===== src/rtl/fp_div_iter_if.sv =====
// Request/result bundle for the iterative binary32 divider.
// The requester drives operands and the handshake. The divider returns
// unrounded fields in the exact form the rounding stage consumes.
interface fp_div_iter_if;
    logic        in_valid;
    logic        in_ready;
    logic        flush;
    logic [31:0] a;
    logic [31:0] b;
    logic [2:0]  rm_i;
    logic [1:0]  fmt_i;
    logic        out_valid;
    logic        sig;
    logic [10:0] expo;
    logic [24:0] mant;
    logic [2:0]  grs;
    logic [1:0]  rema;
    logic [2:0]  rm;
    logic [1:0]  fmt;
    logic        snan;
    logic        qnan;
    logic        dbz;
    logic        infs;
    logic        zero;

    modport master (
        output in_valid, flush, a, b, rm_i, fmt_i,
        input  in_ready, out_valid, sig, expo, mant, grs, rema, rm, fmt,
        input  snan, qnan, dbz, infs, zero
    );

    modport slave (
        input  in_valid, flush, a, b, rm_i, fmt_i,
        output in_ready, out_valid, sig, expo, mant, grs, rema, rm, fmt,
        output snan, qnan, dbz, infs, zero
    );
endinterface


===== src/rtl/fp_div_iter.sv =====
// Iterative binary32 divider using radix-2 restoring division, one quotient
// bit per cycle. It produces an unrounded sign, exponent, mantissa,
// guard/round/sticky bits and remainder status for the rounding stage.
// Special operands bypass the datapath and go straight to the result state.
module fp_div_iter (
    input  logic           clock,
    input  logic           reset,   // asynchronous, active low
    fp_div_iter_if.slave   bus
);

    typedef enum logic [1:0] {
        S_IDLE = 2'd0,
        S_DIV  = 2'd1,
        S_NORM = 2'd2,
        S_DONE = 2'd3
    } state_t;

    // Count leading zeros of a 24-bit significand.
    function automatic logic [4:0] lzc24(input logic [23:0] v);
        logic [4:0] n;
        logic       found;
        n     = 5'd0;
        found = 1'b0;
        for (int i = 23; i >= 0; i--) begin
            if (found) begin
                n = n;
            end else if (v[i]) begin
                found = 1'b1;
            end else begin
                n = n + 5'd1;
            end
        end
        return n;
    endfunction

    // Architectural state and output registers.
    state_t      state_q;
    logic        in_ready_q;
    logic        out_valid_q;
    logic        sig_q;
    logic [10:0] expo_q;
    logic [24:0] mant_q;
    logic [2:0]  grs_q;
    logic [1:0]  rema_q;
    logic [2:0]  rm_q;
    logic [1:0]  fmt_q;
    logic [4:0]  flags_q;   // {snan, qnan, dbz, infs, zero}

    // Working registers for the operation in flight.
    logic        op_sig_q;
    logic [2:0]  op_rm_q;
    logic [1:0]  op_fmt_q;
    logic [25:0] rem_q;
    logic [23:0] mb_q;
    logic [25:0] quo_q;
    logic [4:0]  cnt_q;
    logic [11:0] exp_q;     // two's complement
    logic [10:0] res_expo_q;
    logic [24:0] res_mant_q;
    logic [2:0]  res_grs_q;
    logic [1:0]  res_rema_q;
    logic [4:0]  res_flags_q;

    // Operand classification and unpacking.
    logic        a_zero_s, a_inf_s, a_nan_s, a_snan_s, a_qnan_s, a_sub_s;
    logic        b_zero_s, b_inf_s, b_nan_s, b_snan_s, b_qnan_s, b_sub_s;
    logic        special_s;
    logic [4:0]  spec_flags_s;
    logic [4:0]  lz_a_s, lz_b_s;
    logic [23:0] ma_s, mb_s;
    logic [11:0] ea_s, eb_s;
    logic [11:0] e_raw_s;
    logic [11:0] e_init_s;
    logic [24:0] ma_adj_s;

    // Division step.
    logic [26:0] trial_s;
    logic        q_bit_s;
    logic [25:0] sel_s;
    logic [25:0] rem_step_s;

    // Final normalization / denormalization.
    logic        e_ge1_s;
    logic [11:0] diff_s;
    logic [4:0]  norm_sh_s;
    logic [26:0] vec_s;
    logic [26:0] shifted_s;
    logic [26:0] mask_s;
    logic        lost_s;
    logic [10:0] norm_expo_s;
    logic [24:0] norm_mant_s;
    logic [2:0]  norm_grs_s;

    // Classify both operands and choose the special-case flag by priority.
    always_comb begin
        a_zero_s = (bus.a[30:23] == 8'd0)   && (bus.a[22:0] == 23'd0);
        a_sub_s  = (bus.a[30:23] == 8'd0)   && (bus.a[22:0] != 23'd0);
        a_inf_s  = (bus.a[30:23] == 8'hFF)  && (bus.a[22:0] == 23'd0);
        a_nan_s  = (bus.a[30:23] == 8'hFF)  && (bus.a[22:0] != 23'd0);
        a_snan_s = a_nan_s && !bus.a[22];
        a_qnan_s = a_nan_s &&  bus.a[22];
        b_zero_s = (bus.b[30:23] == 8'd0)   && (bus.b[22:0] == 23'd0);
        b_sub_s  = (bus.b[30:23] == 8'd0)   && (bus.b[22:0] != 23'd0);
        b_inf_s  = (bus.b[30:23] == 8'hFF)  && (bus.b[22:0] == 23'd0);
        b_nan_s  = (bus.b[30:23] == 8'hFF)  && (bus.b[22:0] != 23'd0);
        b_snan_s = b_nan_s && !bus.b[22];
        b_qnan_s = b_nan_s &&  bus.b[22];

        spec_flags_s = 5'b00000;
        special_s    = 1'b1;
        if (a_snan_s || b_snan_s || (a_zero_s && b_zero_s) || (a_inf_s && b_inf_s)) begin
            spec_flags_s = 5'b10000;
        end else if (a_qnan_s || b_qnan_s) begin
            spec_flags_s = 5'b01000;
        end else if (b_zero_s && !a_inf_s) begin
            spec_flags_s = 5'b00100;          // finite nonzero / 0
        end else if (a_inf_s) begin
            spec_flags_s = 5'b00010;          // inf / finite
        end else if (a_zero_s || b_inf_s) begin
            spec_flags_s = 5'b00001;          // 0 / x or finite / inf
        end else begin
            special_s    = 1'b0;
        end
    end

    // Unpack significands and normalize subnormals with a leading-zero shift.
    always_comb begin
        lz_a_s = lzc24({1'b0, bus.a[22:0]});
        lz_b_s = lzc24({1'b0, bus.b[22:0]});
        if (a_sub_s) begin
            ma_s = {1'b0, bus.a[22:0]} << lz_a_s;
            ea_s = 12'd1 - {7'd0, lz_a_s};
        end else begin
            ma_s = {1'b1, bus.a[22:0]};
            ea_s = {4'd0, bus.a[30:23]};
        end
        if (b_sub_s) begin
            mb_s = {1'b0, bus.b[22:0]} << lz_b_s;
            eb_s = 12'd1 - {7'd0, lz_b_s};
        end else begin
            mb_s = {1'b1, bus.b[22:0]};
            eb_s = {4'd0, bus.b[30:23]};
        end
        e_raw_s = ea_s - eb_s + 12'd127;
        // Pre-scale the dividend so the quotient lands in [1,2).
        if (ma_s < mb_s) begin
            ma_adj_s = {ma_s, 1'b0};
            e_init_s = e_raw_s - 12'd1;
        end else begin
            ma_adj_s = {1'b0, ma_s};
            e_init_s = e_raw_s;
        end
    end

    // One restoring-division step: subtract, keep the result if non-negative.
    always_comb begin
        trial_s    = {1'b0, rem_q} - {3'd0, mb_q};
        q_bit_s    = ~trial_s[26];
        if (q_bit_s) begin
            sel_s = trial_s[25:0];
        end else begin
            sel_s = rem_q;
        end
        rem_step_s = sel_s << 1;
    end

    // Pack the quotient. Underflowing results are shifted right into the
    // subnormal range, and every bit shifted out is folded into sticky.
    always_comb begin
        e_ge1_s = ($signed(exp_q) >= 12'sd1);
        diff_s  = 12'd1 - exp_q;
        if (e_ge1_s) begin
            norm_sh_s = 5'd0;
        end else if (diff_s > 12'd27) begin
            norm_sh_s = 5'd27;
        end else begin
            norm_sh_s = diff_s[4:0];
        end
        vec_s       = {quo_q, 1'b0};
        shifted_s   = vec_s >> norm_sh_s;
        mask_s      = (27'd1 << norm_sh_s) - 27'd1;
        lost_s      = |(vec_s & mask_s);
        norm_mant_s = {1'b0, shifted_s[26:3]};
        norm_grs_s  = {shifted_s[2], shifted_s[1], shifted_s[0] | lost_s};
        if (e_ge1_s) begin
            norm_expo_s = exp_q[10:0];
        end else begin
            norm_expo_s = 11'd0;
        end
    end

    // Control FSM plus the datapath and output registers.
    always_ff @(posedge clock or negedge reset) begin
        if (!reset) begin
            state_q     <= S_IDLE;
            in_ready_q  <= 1'b1;
            out_valid_q <= 1'b0;
            sig_q       <= 1'b0;
            expo_q      <= 11'd0;
            mant_q      <= 25'd0;
            grs_q       <= 3'd0;
            rema_q      <= 2'd0;
            rm_q        <= 3'd0;
            fmt_q       <= 2'd0;
            flags_q     <= 5'd0;
            op_sig_q    <= 1'b0;
            op_rm_q     <= 3'd0;
            op_fmt_q    <= 2'd0;
            rem_q       <= 26'd0;
            mb_q        <= 24'd0;
            quo_q       <= 26'd0;
            cnt_q       <= 5'd0;
            exp_q       <= 12'd0;
            res_expo_q  <= 11'd0;
            res_mant_q  <= 25'd0;
            res_grs_q   <= 3'd0;
            res_rema_q  <= 2'd0;
            res_flags_q <= 5'd0;
        end else begin
            case (state_q)
                S_IDLE: begin
                    if (bus.in_valid && !bus.flush) begin
                        op_sig_q   <= bus.a[31] ^ bus.b[31];
                        op_rm_q    <= bus.rm_i;
                        op_fmt_q   <= bus.fmt_i;
                        in_ready_q <= 1'b0;
                        if (special_s) begin
                            res_expo_q  <= 11'd0;
                            res_mant_q  <= 25'd0;
                            res_grs_q   <= 3'd0;
                            res_rema_q  <= 2'd0;
                            res_flags_q <= spec_flags_s;
                            state_q     <= S_DONE;
                        end else begin
                            rem_q   <= {1'b0, ma_adj_s};
                            mb_q    <= mb_s;
                            exp_q   <= e_init_s;
                            quo_q   <= 26'd0;
                            cnt_q   <= 5'd0;
                            state_q <= S_DIV;
                        end
                    end else begin
                        state_q <= S_IDLE;
                    end
                end
                S_DIV: begin
                    if (bus.flush) begin
                        state_q    <= S_IDLE;
                        in_ready_q <= 1'b1;
                    end else begin
                        rem_q <= rem_step_s;
                        quo_q <= {quo_q[24:0], q_bit_s};
                        if (cnt_q == 5'd25) begin
                            state_q <= S_NORM;
                        end else begin
                            cnt_q <= cnt_q + 5'd1;
                        end
                    end
                end
                S_NORM: begin
                    if (bus.flush) begin
                        state_q    <= S_IDLE;
                        in_ready_q <= 1'b1;
                    end else begin
                        res_expo_q  <= norm_expo_s;
                        res_mant_q  <= norm_mant_s;
                        res_grs_q   <= norm_grs_s;
                        res_rema_q  <= {1'b0, (rem_q != 26'd0)};
                        res_flags_q <= 5'd0;
                        state_q     <= S_DONE;
                    end
                end
                S_DONE: begin
                    // First cycle publishes the result; second cycle is the pulse.
                    if (bus.flush) begin
                        out_valid_q <= 1'b0;
                        state_q     <= S_IDLE;
                        in_ready_q  <= 1'b1;
                    end else if (!out_valid_q) begin
                        out_valid_q <= 1'b1;
                        sig_q       <= op_sig_q;
                        rm_q        <= op_rm_q;
                        fmt_q       <= op_fmt_q;
                        expo_q      <= res_expo_q;
                        mant_q      <= res_mant_q;
                        grs_q       <= res_grs_q;
                        rema_q      <= res_rema_q;
                        flags_q     <= res_flags_q;
                    end else begin
                        out_valid_q <= 1'b0;
                        state_q     <= S_IDLE;
                        in_ready_q  <= 1'b1;
                    end
                end
                default: begin
                    state_q     <= S_IDLE;
                    in_ready_q  <= 1'b1;
                    out_valid_q <= 1'b0;
                end
            endcase
        end
    end

    assign bus.in_ready  = in_ready_q;
    assign bus.out_valid = out_valid_q;
    assign bus.sig       = sig_q;
    assign bus.expo      = expo_q;
    assign bus.mant      = mant_q;
    assign bus.grs       = grs_q;
    assign bus.rema      = rema_q;
    assign bus.rm        = rm_q;
    assign bus.fmt       = fmt_q;
    assign bus.snan      = flags_q[4];
    assign bus.qnan      = flags_q[3];
    assign bus.dbz       = flags_q[2];
    assign bus.infs      = flags_q[1];
    assign bus.zero      = flags_q[0];

endmodule


===== src/flat_wrapper.sv =====
// flat-port wrapper written by rule: the top's interface ports become plain ports
module fp_div_iter_flat 
  (clock, reset, bus_in_valid, bus_flush, bus_a, bus_b, bus_rm_i, bus_fmt_i, bus_in_ready, bus_out_valid, bus_sig, bus_expo, bus_mant, bus_grs, bus_rema, bus_rm, bus_fmt, bus_snan, bus_qnan, bus_dbz, bus_infs, bus_zero);
  fp_div_iter_if bus_i ();
  input  logic clock;
  input  logic reset;
  input wire logic [$bits(bus_i.in_valid)-1:0] bus_in_valid;
  input wire logic [$bits(bus_i.flush)-1:0] bus_flush;
  input wire logic [$bits(bus_i.a)-1:0] bus_a;
  input wire logic [$bits(bus_i.b)-1:0] bus_b;
  input wire logic [$bits(bus_i.rm_i)-1:0] bus_rm_i;
  input wire logic [$bits(bus_i.fmt_i)-1:0] bus_fmt_i;
  output wire logic [$bits(bus_i.in_ready)-1:0] bus_in_ready;
  output wire logic [$bits(bus_i.out_valid)-1:0] bus_out_valid;
  output wire logic [$bits(bus_i.sig)-1:0] bus_sig;
  output wire logic [$bits(bus_i.expo)-1:0] bus_expo;
  output wire logic [$bits(bus_i.mant)-1:0] bus_mant;
  output wire logic [$bits(bus_i.grs)-1:0] bus_grs;
  output wire logic [$bits(bus_i.rema)-1:0] bus_rema;
  output wire logic [$bits(bus_i.rm)-1:0] bus_rm;
  output wire logic [$bits(bus_i.fmt)-1:0] bus_fmt;
  output wire logic [$bits(bus_i.snan)-1:0] bus_snan;
  output wire logic [$bits(bus_i.qnan)-1:0] bus_qnan;
  output wire logic [$bits(bus_i.dbz)-1:0] bus_dbz;
  output wire logic [$bits(bus_i.infs)-1:0] bus_infs;
  output wire logic [$bits(bus_i.zero)-1:0] bus_zero;
  assign bus_i.in_valid = bus_in_valid;
  assign bus_i.flush = bus_flush;
  assign bus_i.a = bus_a;
  assign bus_i.b = bus_b;
  assign bus_i.rm_i = bus_rm_i;
  assign bus_i.fmt_i = bus_fmt_i;
  assign bus_in_ready = bus_i.in_ready;
  assign bus_out_valid = bus_i.out_valid;
  assign bus_sig = bus_i.sig;
  assign bus_expo = bus_i.expo;
  assign bus_mant = bus_i.mant;
  assign bus_grs = bus_i.grs;
  assign bus_rema = bus_i.rema;
  assign bus_rm = bus_i.rm;
  assign bus_fmt = bus_i.fmt;
  assign bus_snan = bus_i.snan;
  assign bus_qnan = bus_i.qnan;
  assign bus_dbz = bus_i.dbz;
  assign bus_infs = bus_i.infs;
  assign bus_zero = bus_i.zero;
  fp_div_iter u_core (.clock(clock), .reset(reset), .bus(bus_i));
endmodule

===== config.mk =====
export PLATFORM = sky130hd
export DESIGN_NAME = fp_div_iter_flat
export DESIGN_NICKNAME = d
export VERILOG_FILES = /design/src/rtl/fp_div_iter_if.sv /design/src/rtl/fp_div_iter.sv /design/src/flat_wrapper.sv
export SDC_FILE = /design/constraint.sdc
export NUM_CORES = 1
export LEC_CHECK = 0
export CELL_PAD_IN_SITES_DETAIL_PLACEMENT = 1
export CELL_PAD_IN_SITES_GLOBAL_PLACEMENT = 1
export CORE_MARGIN = 5
export CORE_UTILIZATION = 42
export CTS_CLUSTER_DIAMETER = 200
export DETAILED_ROUTE_END_ITERATION = 8
export PLACE_DENSITY_LB_ADDON = 0.1
export REMOVE_ABC_BUFFERS = 1
export SYNTH_ARGS = -nofsm -noshare
export SYNTH_HDL_FRONTEND = slang
export SYNTH_SLANG_ARGS = --single-unit

===== constraint.sdc =====
create_clock -name clock -period 5.7 [get_ports clock]
set_input_delay 1.14 -clock clock [delete_from_list [all_inputs] [get_ports clock]]
set_output_delay 1.14 -clock clock [all_outputs]
set_load 0.1 [all_outputs]

==> metrics.txt, run 1 <==
grt total ovfl=0; largest net degree at the start of global routing=128; first-pass GRT wire length=148 mm; outcome=finished with violations; nets=3,601; port buffer count=124; Initial DRC Count=1,721; initial antenna violation count=3; Final setup violation count=138; Initial Util=0.424; DRC Markers=0; XOR/XNOR Fraction of Synth Area=0.0635; syn_area_per_cell=7.89 µm²; CP max FO=5; Peak VDD IR=221 µV; WL final=104 mm; post-synthesis sequential area ratio=0.238; post-synthesis simple-gate area fraction=0.230; Fin. Hold Viols=0; core box area=48,800 µm²; Netlist cell types=111; Synth area leader=dfrtp_1; via count=24,900; synthesized netlist cell count=2,623; pwr/cell area=259 nW/µm²; Area contributors post-synth=dfrtp_1 (24%), mux2i_1 (9.7%), ha_1 (7.1%); crit end category=flop; Synthesis Warnings=0; DP Area=27,200 µm²; Slew HR=0.286; mux share of post-synthesis cell area=0.140; Max Cap Viol=0; Pleak=14.3 nW; most common cell after layout, fill and taps aside=buf_4; Die Wd=232 µm; Final Non-Filler Cells=4,088; number of synthesized flops with an enable pin=0; total track usage=0.343; # IOs=127; most frequent cells in the layout=buf_4 (739), nand2_1 (367), dfrtp_1 (196); Placer Congestion=0.977; post-synth top area share=0.237; clock sinks=197; R2R depth=21; worst skew pair latency=0.47 ns; mapped cell area=20,700 µm²; Num CTS Buffers=17; #FFs+latches synth=197; Hold Crit Depth=2; largest family of logic cells by synthesized area=simple AND/OR/NAND/NOR gates; Slew Limit Fails=0; setup slack after layout=-14.00 ns; drt via density=6.09; Die Height=232 µm; Critical Path RT=6.11 ns; ys flop type=dfrtp_1; unrepaired setup endpoints after global routing=yes; fraction of layout cells with a size suffix above 1=0.341; drt pass-1 iters=5; clock root buffer=clkbuf_16; dpl cells=3,920; worst setup path class=input pin to flop; minimum clock period=19.70 ns; CTS H-tree depth=4; Die ar.=53,800 µm²; Top cell by count, worst path=ha_4; Worst Path Arrival=20.11 ns; violated checks=setup timing; fin crit share=3.46; slowest CP cell=or4_4; Worst Setup Start Kind=input pin; Synth Area in Adders=0.0755; Worst-path clk slew=0.08 ns; slew of the pin with the lowest slew margin=1.07 ns; row count=81; Synth Area in Compound Gates=0.200; vias in the first global route=26,000; Overall Power=0.00786 W; synth-to-layout area growth=46.8%; setup TNS=-808.28 ns; slowest cell delay on critical path=0.57 ns; Layout Utilization=0.622; antenna-violating nets left=0; clk buf depth=2; post-route design area=30,400 µm²; post-DP HPWL=67.1 mm; ys async rst share=1.00; skew final=0.0103 ns; hold crit path type=flop to flop; CTS tree=built; maximum clock rate=50.8 MHz; average routed wire per standard cell=25.4 µm
[repair_timing]
item | 4_1_cts | 5_1_grt
setup buffers | 96 | 39
hold buffers | 0 | 0
endpoints found under the setup margin | 137 | 137
cloned | 4 | 1
pin swaps | 107 | 108
resized for setup | 240 | 148
[per-layer routing]
metal,GRT usage,wire length (µm),up-vias
li1,-,-,11000
met1,0.418,40400,12400
met2,0.599,50200,1086
met3,0.0430,6250,437
met4,0.164,7010,2
met5,0,9,-
[power breakdown]
group / total (W) / internal [W] / switching (W)
Sequential: 0.00201 / 0.00168 / 0.000327
Combinational: 0.00460 / 0.00194 / 0.00266
Clock: 0.00126 / 0.000626 / 0.000630
Total: 0.00786 / 0.00425 / 0.00361
[final timing paths]
kind,start,to,slack [ns]
max,bus_b[21],u_core.rem_q[3],-14.00
min,u_core.res_flags_q[1],u_core.res_flags_q[1],0.48
max reg2reg,u_core.rem_q[0],u_core.rem_q[5],0.25
min reg2reg,u_core.res_flags_q[1],u_core.res_flags_q[1],0.48
max in group asynchronous,reset,u_core.mb_q[23],3.84
min in group asynchronous,reset,u_core.bus.mant[13],0.84
[kinds of logic after synthesis]
kind of cell	Yosys count
xor+xnor	125
compound gates	637
simple gates	992
buf+inv	268
mux	278
other cells	1
fa+ha+maj	125
flops	197
[area by class of cell]
type                       instances  area [µm²]
fill                            5785       18400
multi-input combinational       2160       16000
timing repair buffer             920        7580
sequential                       197        4930
tap                              664         831
inverter                         113         442
clock buffer                      19         433
clock inverter                    13         158
antenna                            2        5.00
[flip-flops by register name, indices dropped and copies added, names as in the netlist, 3 cells and up]
name                flops
u_core.rem_q           26
u_core.quo_q           26
u_core.mb_q            24
u_core.cnt_q            5
u_core.res_expo_q      11
u_core.res_mant_q      24
u_core.exp_q           12
u_core.bus.grs          3
u_core.bus.expo        11
u_core.bus.mant        24
u_core.res_flags_q      5
u_core.res_grs_q        3
u_core.bus.rm           3
u_core.flags_q          5
u_core.op_rm_q          3
[cell usage after synthesis, types with 11 or more instances]
cell type and instances:
a21o_1 38, inv_1 112, and3_1 26, o31ai_1 21, or2_2 23, mux2i_1 201, or4_1 11, o21bai_1 18
nor2b_1 39, ha_1 117, o21ai_1 14, clkbuf_1 117, a21oi_1 148, o211ai_1 20, nor4_1 34, a32o_1 17
o21a_1 12, nor2_1 204, a22o_1 14, nand2_1 372, nand2b_1 42, o21ai_0 183, a221o_1 14, a31oi_1 17
buf_1 18, dfrtp_1 196, and2_1 14, or3_1 24, a211oi_1 20, mux2_2 74, nand3_1 63, xnor2_1 65
nand4_1 23, nor3_1 67, xor2_1 41
[critical path: cells and delay by family]
| kind | cells | cell delay, ns |
|---|---|---|
| AND/OR/NAND/NOR | 27 | 3.41 |
| AO/OA/AOI/OAI | 37 | 6.27 |
| XOR/XNOR | 1 | 0.24 |
| adder cells (fa/ha/maj) | 21 | 5.81 |
| multiplexers | 9 | 2.06 |
| buffers and inverters | 11 | 1.13 |
[stage by stage]
step                worst slack (ns)  hold slack [ns]
floorplan                     -13.37            0.438
global placement              -13.75            0.453
detailed placement            -14.79            0.462
CTS                           -12.33            0.479
global route                  -14.42            0.517
finish                        -14.00            0.481
(Power assumes the default switching activity.)
==> run 2: changes to the inputs <==
--- a/config.mk
+++ b/config.mk
@@ -10,9 +10,11 @@
 export CORE_MARGIN = 5
 export CORE_UTILIZATION = 42
 export CTS_CLUSTER_DIAMETER = 200
+export CTS_CLUSTER_SIZE = 24
 export DETAILED_ROUTE_END_ITERATION = 8
 export PLACE_DENSITY_LB_ADDON = 0.1
 export REMOVE_ABC_BUFFERS = 1
+export SETUP_SLACK_MARGIN = 0.15
 export SYNTH_ARGS = -nofsm -noshare
 export SYNTH_HDL_FRONTEND = slang
 export SYNTH_SLANG_ARGS = --single-unit
==> metrics.txt, run 2 (synthesis gave the netlist of run 1 again) <==
# IOs=127 (unchanged); post-cts hold buffer count=0 (unchanged); reg2reg setup slack=0.30 ns (was 0.25 ns); slowest cell delay on critical path=0.56 ns (was 0.57 ns); clk buf depth=2 (unchanged); setup TNS=-812.55 ns (was -808.28 ns); clock sinks=197 (unchanged); total track usage=0.339 (was 0.343); antenna-violating nets left=0 (unchanged); CTS H-tree depth=4 (unchanged); Reg2Reg Launch Point=u_core.rem_q[0] (unchanged); Slew HR=0.290 (was 0.286); vias in the first global route=26,000 (about the same); maximum clock rate=50.4 MHz (was 50.8 MHz); worst skew pair latency=0.47 ns (about the same); R2R depth=21 (unchanged); Worst Path Arrival=20.17 ns (was 20.11 ns); most frequent cells in the layout=buf_4 (725), nand2_1 (366), dfrtp_1 (196) (was buf_4 (739), nand2_1 (367), dfrtp_1 (196)); violated checks=setup timing (unchanged); CP top delay family=compound AO/OA/AOI/OAI gates (unchanged); crit end category=flop (unchanged); CP max FO=9 (was 5); worst setup path class=input pin to flop (unchanged); Max Cap Viol=0 (unchanged); Final Non-Filler Cells=4,083 (was 4,088); Largest regs=u_core.quo_q: 26 flops, u_core.rem_q: 26 flops (unchanged); Fin. Hold Viols=0 (unchanged); Worst Path Buf+Inv=9 (was 11); core box area=48,800 µm² (unchanged); ant diodes=0 (was 2); Overall Power=0.00782 W (was 0.00786 W); post-DP HPWL=67.1 mm (unchanged); pwr/cell area=257 nW/µm² (was 259 nW/µm²); WL final=100 mm (was 104 mm); DP Area=27,200 µm² (unchanged); minimum clock period=19.82 ns (was 19.70 ns); Num CTS Buffers=17 (unchanged); Die Height=232 µm (unchanged); dpl cells=3,920 (unchanged); first-pass GRT wire length=147 mm (was 148 mm); skew final=0.0111 ns (was 0.0103 ns); Die ar.=53,800 µm² (unchanged); CTS tree=built (unchanged); slew of the pin with the lowest slew margin=1.06 ns (was 1.07 ns); port buffer count=124 (unchanged); fill count=5,779 (was 5,785); fin crit share=3.48 (was 3.46); nets=3,598 (was 3,601); row count=81 (unchanged); Initial Util=0.424 (unchanged); drt via density=6.05 (was 6.09); grt total ovfl=0 (unchanged); Worst-path clk slew=0.08 ns (about the same); clock root buffer=clkbuf_16 (unchanged); FF-to-FF End=u_core.rem_q[5] (unchanged); unrepaired setup endpoints after global routing=yes (unchanged); Worst Setup Start Kind=input pin (unchanged); DRC Markers=0 (unchanged); Hold Crit Depth=2 (unchanged); Slew Limit Fails=0 (unchanged); Initial DRC Count=1,859 (was 1,721); via count=24,700 (was 24,900); most common cell after layout, fill and taps aside=buf_4 (unchanged); Die Wd=232 µm (unchanged); outcome=finished with violations (unchanged); Critical Path RT=6.05 ns (was 6.11 ns); setup slack after layout=-14.12 ns (was -14.00 ns); drt pass-1 iters=5 (unchanged); Pleak=14.3 nW (about the same); Final setup violation count=121 (was 138); average routed wire per standard cell=24.6 µm (was 25.4 µm); largest net degree at the start of global routing=128 (unchanged); Peak VDD IR=220 µV (was 221 µV); Min-Delay Startpoint=u_core.res_flags_q[2] (was u_core.res_flags_q[1]); Placer Congestion=0.977 (unchanged); slowest CP cell=o41a_4 (was or4_4); hold crit path type=flop to flop (unchanged); post-route design area=30,500 µm² (was 30,400 µm²); hold worst-path end=u_core.res_flags_q[2] (was u_core.res_flags_q[1]); initial antenna violation count=0 (was 3); fraction of layout cells with a size suffix above 1=0.343 (was 0.341); synth-to-layout area growth=47.1% (was 46.8%)
-- run 2: where the power goes --
| part | switching, W | internal (W) | total, W | leakage, nW |
|---|---|---|---|---|
| logic | 0.00262 | 0.00194 | 0.00456 | 11.4 |
| registers | 0.000327 | 0.00168 | 0.00201 | 2.59 |
| clock network | 0.000629 | 0.000626 | 0.00125 | 0.285 |
-- run 2: how the worst max path moves through the flow --
stage,startpoint,end,cells after the start
4_1_cts,bus_b[21],u_core.rem_q[17],104
5_1_grt,bus_b[21],u_core.rem_q[2],104
6_report,bus_b[22],u_core.rem_q[2],99
2_1_floorplan,bus_b[21],u_core.exp_q[10],101
3_3_place_gp,bus_b[21],u_core.rem_q[23],103
3_5_place_dp,bus_b[21],u_core.exp_q[10],102
-- run 2: worst register-to-register path: stages (launching register included) --
cell and delay [ns]:
dfrtp_1 0.43, inv_1 0.10, ha_1 0.24, fa_1 0.44
nor2b_1 0.16, o21ai_0 0.12, a21oi_1 0.20, o21ai_0 0.13
a21oi_1 0.22, o21ai_0 0.14, a21oi_1 0.22, nand2b_1 0.15
a31oi_1 0.15, o21ai_0 0.39, a31oi_1 0.24, a211o_1 0.34
o21ai_0 0.34, or3_1 0.16, buf_4 0.27, buf_4 0.31
a21oi_1 0.15, a221o_1 0.37
-- run 2: cell type report --
cell class	instances	area, µm²	share of cell area
multi-input cells	2160	16000	0.527
flip-flops and latches	197	4930	0.162
inverters	113	442	0.0145
clock inverters	13	158	0.00518
well taps	664	831	0.0273
clock buffers	19	433	0.0142
repair buffers	917	7620	0.250
-- run 2: metrics by stage --
stage	hold WS, ns	utilization	setup slack, ns
3_3_place_gp	0.453	0.557	-13.75
3_5_place_dp	0.462	0.557	-14.79
2_1_floorplan	0.438	-	-13.37
5_1_grt	0.517	0.624	-14.53
4_1_cts	0.479	0.605	-12.33
6_report	0.477	0.624	-14.12
-- run 2: layer usage --
layer | GRT usage | part of all wire
met3 | 0.0346 | 0.052
met2 | 0.602 | 0.49
met5 | 0 | 0
met1 | 0.418 | 0.40
met4 | 0.149 | 0.060
-- run 2: repair_timing --
item | in CTS | in global routing
gates resized for setup | 251 | 155
endpoints found under the setup margin | 138 | 137
buffers inserted | 99 | 26
gates cloned | 4 | 2
pin swaps | 110 | 89
==> run 3: changes to the inputs <==
--- a/config.mk
+++ b/config.mk
@@ -15,6 +15,7 @@
 export PLACE_DENSITY_LB_ADDON = 0.1
 export REMOVE_ABC_BUFFERS = 1
 export SETUP_SLACK_MARGIN = 0.15
+export SKIP_CTS_REPAIR_TIMING = 1
 export SYNTH_ARGS = -nofsm -noshare
 export SYNTH_HDL_FRONTEND = slang
 export SYNTH_SLANG_ARGS = --single-unit
==> metrics.txt, run 3 (synthesis gave the netlist of run 1 again) <==
setup slack after layout=-12.87 ns (was -14.12 ns); ant diodes=0 (unchanged); sequential share of power=0.268 (was 0.256); fraction of layout cells with a size suffix above 1=0.305 (was 0.343); nets=3,510 (was 3,598); part of the power in combinational logic=0.564 (was 0.583); drt pass-1 iters=5 (unchanged); row count=81 (unchanged); antenna-violating nets left=0 (unchanged); Hold Crit Depth=2 (unchanged); Peak VDD IR=223 µV (was 220 µV); post-DP HPWL=67.1 mm (unchanged); worst setup path class=input pin to flop (unchanged); most frequent cells in the layout=buf_4 (668), nand2_1 (368), mux2i_1 (198) (was buf_4 (725), nand2_1 (366), dfrtp_1 (196)); largest net degree at the start of global routing=128 (unchanged); outcome=finished with violations (unchanged); Largest regs=u_core.quo_q: 26 flops, u_core.rem_q: 26 flops (unchanged); Die Height=232 µm (unchanged); WL final=86.7 mm (was 100 mm); Max Cap Viol=0 (unchanged); slew of the pin with the lowest slew margin=1.09 ns (was 1.06 ns); Critical Path RT=6.05 ns (about the same); worst skew pair latency=0.47 ns (about the same); vias in the first global route=24,000 (was 26,000); Fin. Hold Viols=0 (unchanged); Power Internal=0.00408 W (was 0.00424 W); drt via density=5.78 (was 6.05); grt total ovfl=0 (unchanged); fin crit share=3.26 (was 3.48); synth-to-layout area growth=40.8% (was 47.1%); via count=23,100 (was 24,700); hold worst-path end=u_core.res_flags_q[2] (unchanged); fill count=5,892 (was 5,779); minimum clock period=18.57 ns (was 19.82 ns); Initial Util=0.424 (unchanged); R2R depth=21 (unchanged); DRC Markers=0 (unchanged); Worst Path Buf+Inv=13 (was 9); port buffer count=124 (unchanged); unrepaired setup endpoints after global routing=yes (unchanged); maximum clock rate=53.8 MHz (was 50.4 MHz); clk buf depth=2 (unchanged); initial antenna violation count=0 (unchanged); Slew Limit Fails=0 (unchanged); Sw Share=0.451 (was 0.457); final hold slack=0.476 ns (was 0.477 ns); first-pass GRT wire length=130 mm (was 147 mm); Worst Setup Start Kind=input pin (unchanged); violated checks=setup timing (unchanged); Worst-path clk slew=0.07 ns (was 0.08 ns); clock sinks=197 (unchanged); Final setup violation count=64 (was 121); average routed wire per standard cell=21.7 µm (was 24.6 µm); Slew HR=0.274 (was 0.290); Pleak=13.7 nW (was 14.3 nW); # IOs=127 (unchanged); Initial DRC Count=1,361 (was 1,859); skew final=0.0145 ns (was 0.0111 ns); CP top delay family=adder cells (was compound AO/OA/AOI/OAI gates); pwr/cell area=255 nW/µm² (was 257 nW/µm²); CTS H-tree depth=4 (unchanged); crit end category=flop (unchanged); Placer Congestion=0.977 (unchanged); Die ar.=53,800 µm² (unchanged); slowest CP cell=o41a_4 (unchanged); most common cell after layout, fill and taps aside=buf_4 (unchanged); reg2reg setup slack=0.32 ns (was 0.30 ns); slowest cell delay on critical path=0.61 ns (was 0.56 ns); Min-Delay Startpoint=u_core.res_flags_q[2] (unchanged); setup TNS=-720.01 ns (was -812.55 ns); clock root buffer=clkbuf_16 (unchanged); Die Wd=232 µm (unchanged); core box area=48,800 µm² (unchanged); Worst Path Arrival=18.93 ns (was 20.17 ns); Num CTS Buffers=17 (unchanged); Reg2Reg Launch Point=u_core.rem_q[0] (unchanged); hold crit path type=flop to flop (unchanged); total track usage=0.297 (was 0.339); Top cell by count, worst path=ha_1; clock group share of total power=0.168 (was 0.160); FF-to-FF End=u_core.rem_q[11] (was u_core.rem_q[5]); sw power=0.00336 W (was 0.00358 W); CTS tree=built (unchanged); CP max FO=8 (was 9)
[run 3: worst reg2reg max path, stage by stage (launching register included)]
cell and delay [ns]:
dfrtp_1 0.43, inv_1 0.09, ha_1 0.23, fa_1 0.44
nor2b_1 0.17, o21ai_0 0.12, a21oi_1 0.20, o21ai_0 0.13
a21oi_1 0.22, o21ai_0 0.14, a21oi_1 0.26, nand2b_1 0.16
a31oi_1 0.15, o21ai_0 0.39, a31oi_1 0.22, a211o_1 0.33
o21ai_0 0.38, or3_1 0.17, buf_4 0.25, buf_4 0.30
mux2i_1 0.29, o221ai_1 0.17
[run 3: area by class of cell]
| type | instances | area, µm² | share of cell area |
|---|---|---|---|
| clock buffer | 19 | 433 | 0.0149 |
| tap | 664 | 831 | 0.0285 |
| clock inverter | 13 | 158 | 0.00541 |
| inverter | 113 | 427 | 0.0146 |
| sequential | 197 | 4930 | 0.169 |
| multi-input combinational | 2160 | 15500 | 0.533 |
| timing repair buffer | 829 | 6820 | 0.234 |
[run 3: worst max-delay path by stage]
stage	cells past startpoint	endpoint	start	slack, ns
after floorplan	101	u_core.exp_q[10]	bus_b[21]	-13.37
after CTS	102	u_core.exp_q[10]	bus_b[21]	-14.35
after global placement	103	u_core.rem_q[23]	bus_b[21]	-13.75
final	99	u_core.rem_q[21]	bus_b[21]	-12.87
after global routing	99	u_core.rem_q[21]	bus_b[21]	-13.64
after detailed placement	102	u_core.exp_q[10]	bus_b[21]	-14.79
[run 3: power by group through the flow]
stage          clock network [W]  logic, W  registers, W
2_1_floorplan                  0   0.00229       0.00214
3_3_place_gp                   0   0.00375       0.00198
3_5_place_dp                   0   0.00392       0.00200
4_1_cts                  0.00126   0.00396       0.00198
5_1_grt                  0.00132   0.00453       0.00201
6_report                 0.00125   0.00420       0.00199
[run 3: metrics by stage]
step / power [W] / util / std cells / area, µm² / setup WS, ns
floorplan: 0.00443 / - / 2469 / 20100 / -13.37
detailed placement: 0.00592 / 0.557 / 3920 / 27200 / -14.79
global route: 0.00786 / 0.597 / 3995 / 29100 / -13.64
global placement: 0.00573 / 0.557 / 3920 / 27200 / -13.75
CTS: 0.00721 / 0.569 / 3952 / 27800 / -14.35
finish: 0.00744 / 0.597 / 3995 / 29100 / -12.87
[run 3: layer usage]
layer	share of wire	track usage	up-vias
li1	-	-	10800
met2	0.50	0.521	526
met5	0	0	-
met3	0.035	0.0265	130
met4	0.028	0.0940	0
met1	0.44	0.387	11600
